### config.mk
export PLATFORM = sky130hd
export DESIGN_NAME = quant_matrix_loader
export DESIGN_NICKNAME = d
export VERILOG_FILES = /design/src/rtl/quant_matrix_loader.sv
export SDC_FILE = /design/constraint.sdc
export NUM_CORES = 1
export LEC_CHECK = 0
export BUFFER_PORTS_ARGS = -buffer_cell sky130_fd_sc_hd__buf_2
export CAP_MARGIN = 20
export CORE_ASPECT_RATIO = 2
export CORE_UTILIZATION = 31
export DETAILED_ROUTE_END_ITERATION = 10
export SYNTH_ARGS = -nofsm -noshare
export SYNTH_HDL_FRONTEND = slang
export SYNTH_SLANG_ARGS = --single-unit
### constraint.sdc
create_clock -name clk -period 2.4 [get_ports clk]
set_clock_uncertainty 0.15 [all_clocks]
set_input_delay 0.24 -clock clk [delete_from_list [all_inputs] [get_ports clk]]
set_output_delay 0.24 -clock clk [all_outputs]
set_load 0.005 [all_outputs]
### src/rtl/quant_matrix_loader.sv
// quant_matrix_loader: sequences MPEG-2 quantiser matrix default-restore and 64-byte zigzag loads (req_* pulses in, in_dta/in_valid/in_ready byte stream, wr_addr/wr_dta/wr_en_*/wr_clk_en/rst_values matrix write port, hold/done/timeout status; watchdog of MAX_IDLE cycles built when QM_WATCHDOG_EN is defined)
module quant_matrix_loader #(
  parameter int unsigned MAX_IDLE = 1023
) (
  input  logic       clk,
  input  logic       rst,
  input  logic       req_rst_values,
  input  logic       req_intra,
  input  logic       req_non_intra,
  input  logic [7:0] in_dta,
  input  logic       in_valid,
  output logic       in_ready,
  output logic [5:0] wr_addr,
  output logic [7:0] wr_dta,
  output logic       wr_en_intra,
  output logic       wr_en_non_intra,
  output logic       wr_clk_en,
  output logic       rst_values,
  output logic       hold,
  output logic       done,
  output logic       timeout
);
  typedef enum logic [4:0] {
    IDLE   = 5'b00001,
    RESET  = 5'b00010,
    LOAD_I = 5'b00100,
    LOAD_N = 5'b01000,
    FINISH = 5'b10000
  } state_t;
  state_t state, nxt, pick;
  logic p_rst, p_intra, p_non, pr_n, pi_n, pn_n;
  logic load, acc, last, tmo, r_left, i_left, n_left;
  logic [5:0] cnt;
`ifdef QM_WATCHDOG_EN
  logic [9:0] idle;
  assign tmo = load && !acc && idle == 10'(MAX_IDLE - 1);
  always_ff @(posedge clk) idle <= (rst || !load || acc) ? '0 : idle + 10'd1;
`else
  logic unused_max;
  assign unused_max = MAX_IDLE[0];
  assign tmo = 1'b0;
`endif
  always_comb begin
    load   = state == LOAD_I || state == LOAD_N;
    acc    = load && in_valid && in_ready;
    last   = acc && cnt == 6'd63;
    r_left = p_rst && state != RESET;
    i_left = p_intra && !(last && state == LOAD_I);
    n_left = p_non && !(last && state == LOAD_N);
    pick   = r_left ? RESET : i_left ? LOAD_I : n_left ? LOAD_N : FINISH;
    nxt    = tmo ? FINISH :
             state == IDLE ? (pick == FINISH ? IDLE : pick) :
             state == RESET ? pick :
             load ? (last ? pick : state) : IDLE;
    pr_n   = r_left || (req_rst_values && !p_rst);
    pi_n   = (i_left && !tmo) || (req_intra && !p_intra);
    pn_n   = (n_left && !tmo) || (req_non_intra && !p_non);
  end
  always_ff @(posedge clk) begin
    if (rst) begin
      state           <= IDLE;
      p_rst           <= 1'b0;
      p_intra         <= 1'b0;
      p_non           <= 1'b0;
      cnt             <= '0;
      in_ready        <= 1'b0;
      wr_addr         <= '0;
      wr_dta          <= '0;
      wr_en_intra     <= 1'b0;
      wr_en_non_intra <= 1'b0;
      wr_clk_en       <= 1'b0;
      rst_values      <= 1'b0;
      hold            <= 1'b0;
      done            <= 1'b0;
      timeout         <= 1'b0;
    end else begin
      state           <= nxt;
      p_rst           <= pr_n;
      p_intra         <= pi_n;
      p_non           <= pn_n;
      cnt             <= load ? cnt + 6'(acc) : '0;
      in_ready        <= nxt == LOAD_I || nxt == LOAD_N;
      wr_addr         <= acc ? cnt : wr_addr;
      wr_dta          <= acc ? in_dta : wr_dta;
      wr_en_intra     <= acc && state == LOAD_I;
      wr_en_non_intra <= acc && state == LOAD_N;
      wr_clk_en       <= acc || state == RESET;
      rst_values      <= state == RESET;
      hold            <= nxt != IDLE || pr_n || pi_n || pn_n;
      done            <= state == FINISH;
      timeout         <= tmo;
    end
  end
endmodule

==> results list <==
- For this design the top-level I/O count stands at 36.
* Storage cell area: 700.7 sq um
- Highest clock rate: 0.4617 GHz
- In this run the worst setup path begins at cnt[3].
- Yosys cell types: 38
* Net total in the final layout: 223
- Length of the first detailed-routing pass in iterations: 4
* Warning count from the yosys run: 0
- Total Neg Setup Slack: 0 ps
- Layout filler cell count: 465
* Register-to-Register Setup Slack: 230 ps
* Worst endpoint data arrival time: 2190 ps
- Crit path largest cell delay: 520 ps
- At the end of routability-driven placement, the weighted congestion stood at 0.9020.
* Max VDD drop: 0.0005704 V
- The worst setup path is launched from a flop.
* Maximum number of pins on one net before global-route repair: 18
- On the final layout, the worst hold slack is 32.08 ps.
- Compared with the post-synthesis result, the final layout area differs by 23.12%.
- Reg2reg path depth: 5
- The H-tree generated during clock tree synthesis spans 2 levels.
- Summed over all cells, the static leakage comes to 0.0007178 uW.
- The initial utilization of the core area, before any placement, comes to 32.72%.
* HPWL after detailed placement: 2620 microns
* Number of antenna-violating nets in the routed design: 0
- Highest-count cells in the layout ignoring fill and taps: 38 x sky130_fd_sc_hd__nand2_1, 35 x sky130_fd_sc_hd__dfxtp_1, 34 x sky130_fd_sc_hd__buf_2
- Design Area, Final: 1765 sq um
- Placeable core area: 4382 sq um
- The synthesized design spends more area on one cell type than any other, namely sky130_fd_sc_hd__dfxtp_1.
* Cell Chain, Critical Path: nand4_1 -> or3_1 -> o21ai_1 -> a31oi_1 -> or4_1
- Cell area power density: 769.2 nW/um^2
* Classification of the worst-slack hold path: input pin to flop
- Post-place instance area: 1648 sq um
- In this run the worst path has a maximum fanout of 7.
- No sink is reached through more buffers than the 2 on the longest clock path.
- Post-route fraction of the period consumed by the critical path: 90.25%
- Run status: complete, no violations
* Setup repair after global routing missed its margin: no
- Area enclosed by the die boundary: 4918 sq um
- Number of clock sinks: 35
- The final number of max-transition violations came to 0.
* Max-cap check violation count: 0
- Final setup viols: 0
* Critical path destination: hold
- Via count of the first global-routing pass: 1296
* Hold Vio Cnt, Final: 0
- The tree is rooted in a sky130_fd_sc_hd__clkbuf_8.
- Worst-path cell with the longest stage delay: sky130_fd_sc_hd__or4_1
- For this run, the share of the core covered by cells in the final layout is 40.29%.
* Critical path start-end classification: flop to flop
- Via count: 1317
- Vert. Die Dim: 98.18 microns
* Die span in x: 50.09 microns
- The routed design has 3459 microns of wire.
* Clock-pin slew on the worst setup and hold paths: 70 ps
* Detail-routed net length per standard cell: 13.20 microns
- Number of buffers added on ports: 34
* Clk Latency, worst-skew pair: 290 ps
* Initial antenna violation count: 0
* Share of layout cells above drive strength 1: 25.48%
* Netlist area before placement: 1434 sq um
- In the global route stage, overall resource usage came out at 15.74%.
* Worst reg2reg startpoint: cnt[3]
- Final global-route overflow total: 0
- After the first detailed-routing iteration, the DRC count stood at 22.
* Residual DRC: 0
- Number of gates given a new drive strength after cts: 0
- Synthesized net count: 186
- At the worst endpoint, the required time is 2420 ps.
* Cells after Synth: 170
- Critical Path End Type: flop
- Number of clock buffers inserted by TritonCTS: 5
* Final worst path period need: 2166 ps
* Fraction of the yosys area taken by sequential cells: 48.87%
- Mean area per synthesized cell: 8.435 sq um
- Multi-input combinational cell area: 671.9 sq um
* Cells taking the most area after synthesis: sky130_fd_sc_hd__dfxtp_1 49%, sky130_fd_sc_hd__nand2_1 9.9%, sky130_fd_sc_hd__a21oi_1 7.0%
- TritonCTS clock tree: done
- Area fraction of the dominant cell type after synthesis: 48.87%
- Number of post-CTS setup repair buffers: 0
- Vias per cell: 5.027
- Global-route wire length before repair: 5630 microns
* # diodes: 0
- In this run the core area contains 34 standard-cell rows.
- For this design, the CTS-stage hold fixing added 0 buffers.
- Most common cell after layout, fill and taps aside: sky130_fd_sc_hd__nand2_1
- Register bit count reported by yosys: 35
- Reg2Reg Capture Point: hold
## Yosys cell counts (all sizes together)
cell type,count
nand2b,1
and4,2
inv,4
a22oi,1
clkbuf,3
ha,2
nor3,9
xnor2,2
or3,2
nor2,13
xor2,3
buf,4
o211a,1
nand3b,1
a21oi,20
a31oi,2
or4,1
o211ai,2
a211oi,2
conb,1
a211o,1
and3,1
or2,1
o21ai,3
nand3,5
nand2,39
nand4,3
o21a,1
dfxtp,35
nor2b,2
and2,3
## power breakdown
part	internal, uW	switching [uW]	leakage (uW)
Combinational	71.4	105	0.000373
Sequential	603	28.1	0.000284
Clock	336	214	0.0000612
## worst min path at each step
| stage | from | end | slack (ps) | cells past startpoint |
|---|---|---|---|---|
| final | in_dta[6] | wr_dta[6] | 30 | 3 |
| after global routing | in_dta[3] | wr_dta[3] | 30 | 3 |
| after CTS | in_dta[6] | wr_dta[6] | 30 | 3 |
| after detailed placement | wr_dta[4] | wr_dta[4] | 300 | 2 |
| after global placement | wr_addr[4] | wr_addr[4] | 290 | 2 |
| after floorplan | in_dta[0] | wr_dta[0] | 230 | 2 |
## per-stage QoR
step | setup WS (ps) | total power (uW) | instances
after detailed placement | 255.9 | 817.2 | 254
after global placement | 319.3 | 820.4 | 254
after CTS | 244.0 | 1366 | 262
final | 233.9 | 1358 | 262
after global routing | 146.0 | 1413 | 262
after floorplan | 312.9 | 757.9 | 170
## kinds of logic after synthesis
logic type | synth area share, %
AOI/OAI and AO/OA | 14.31
xor gates and xnor gates | 3.055
adders and majority gates | 1.745
buffers and inverters | 4.275
DFF | 48.87
other | 0.2615
and+or+nand+nor | 27.49
## per-layer routing
layer / vias up / GRT usage, % / wire (microns)
li1: 650 / - / -
met1: 596 / 13.54 / 1218
met2: 51 / 27.28 / 1842
met3: 20 / 4.206 / 148
met4: 0 / 15.38 / 249
met5: - / 0 / 0
## flip-flops by register name, summed over array words and instances (netlist names)
signal           cells
hold                 1
rst_values           1
p_rst                1
cnt                  6
wr_en_non_intra      1
done                 1
wr_dta               8
state                5
p_intra              1
wr_clk_en            1
in_ready             1
wr_en_intra          1
p_non                1
wr_addr              6
## critical path: cells and delay by family (launching register included)
kind             cells  cell delay [ps]
AO/OA/AOI/OAI        2              350
flip-flops           1              420
AND/OR/NAND/NOR      3             1130
## cell type report
class                           instances  share of cell area, %
Clock buffer                            6                  4.678
Clock inverter                          2                  1.984
Tap cell                               54                  3.827
Inverter                                4                 0.8505
Multi-Input combinational cell        124                  38.06
Sequential cell                        35                  39.69
Timing Repair Buffer                   37                  10.91
Note: power is estimated with default switching activity, not from simulation.
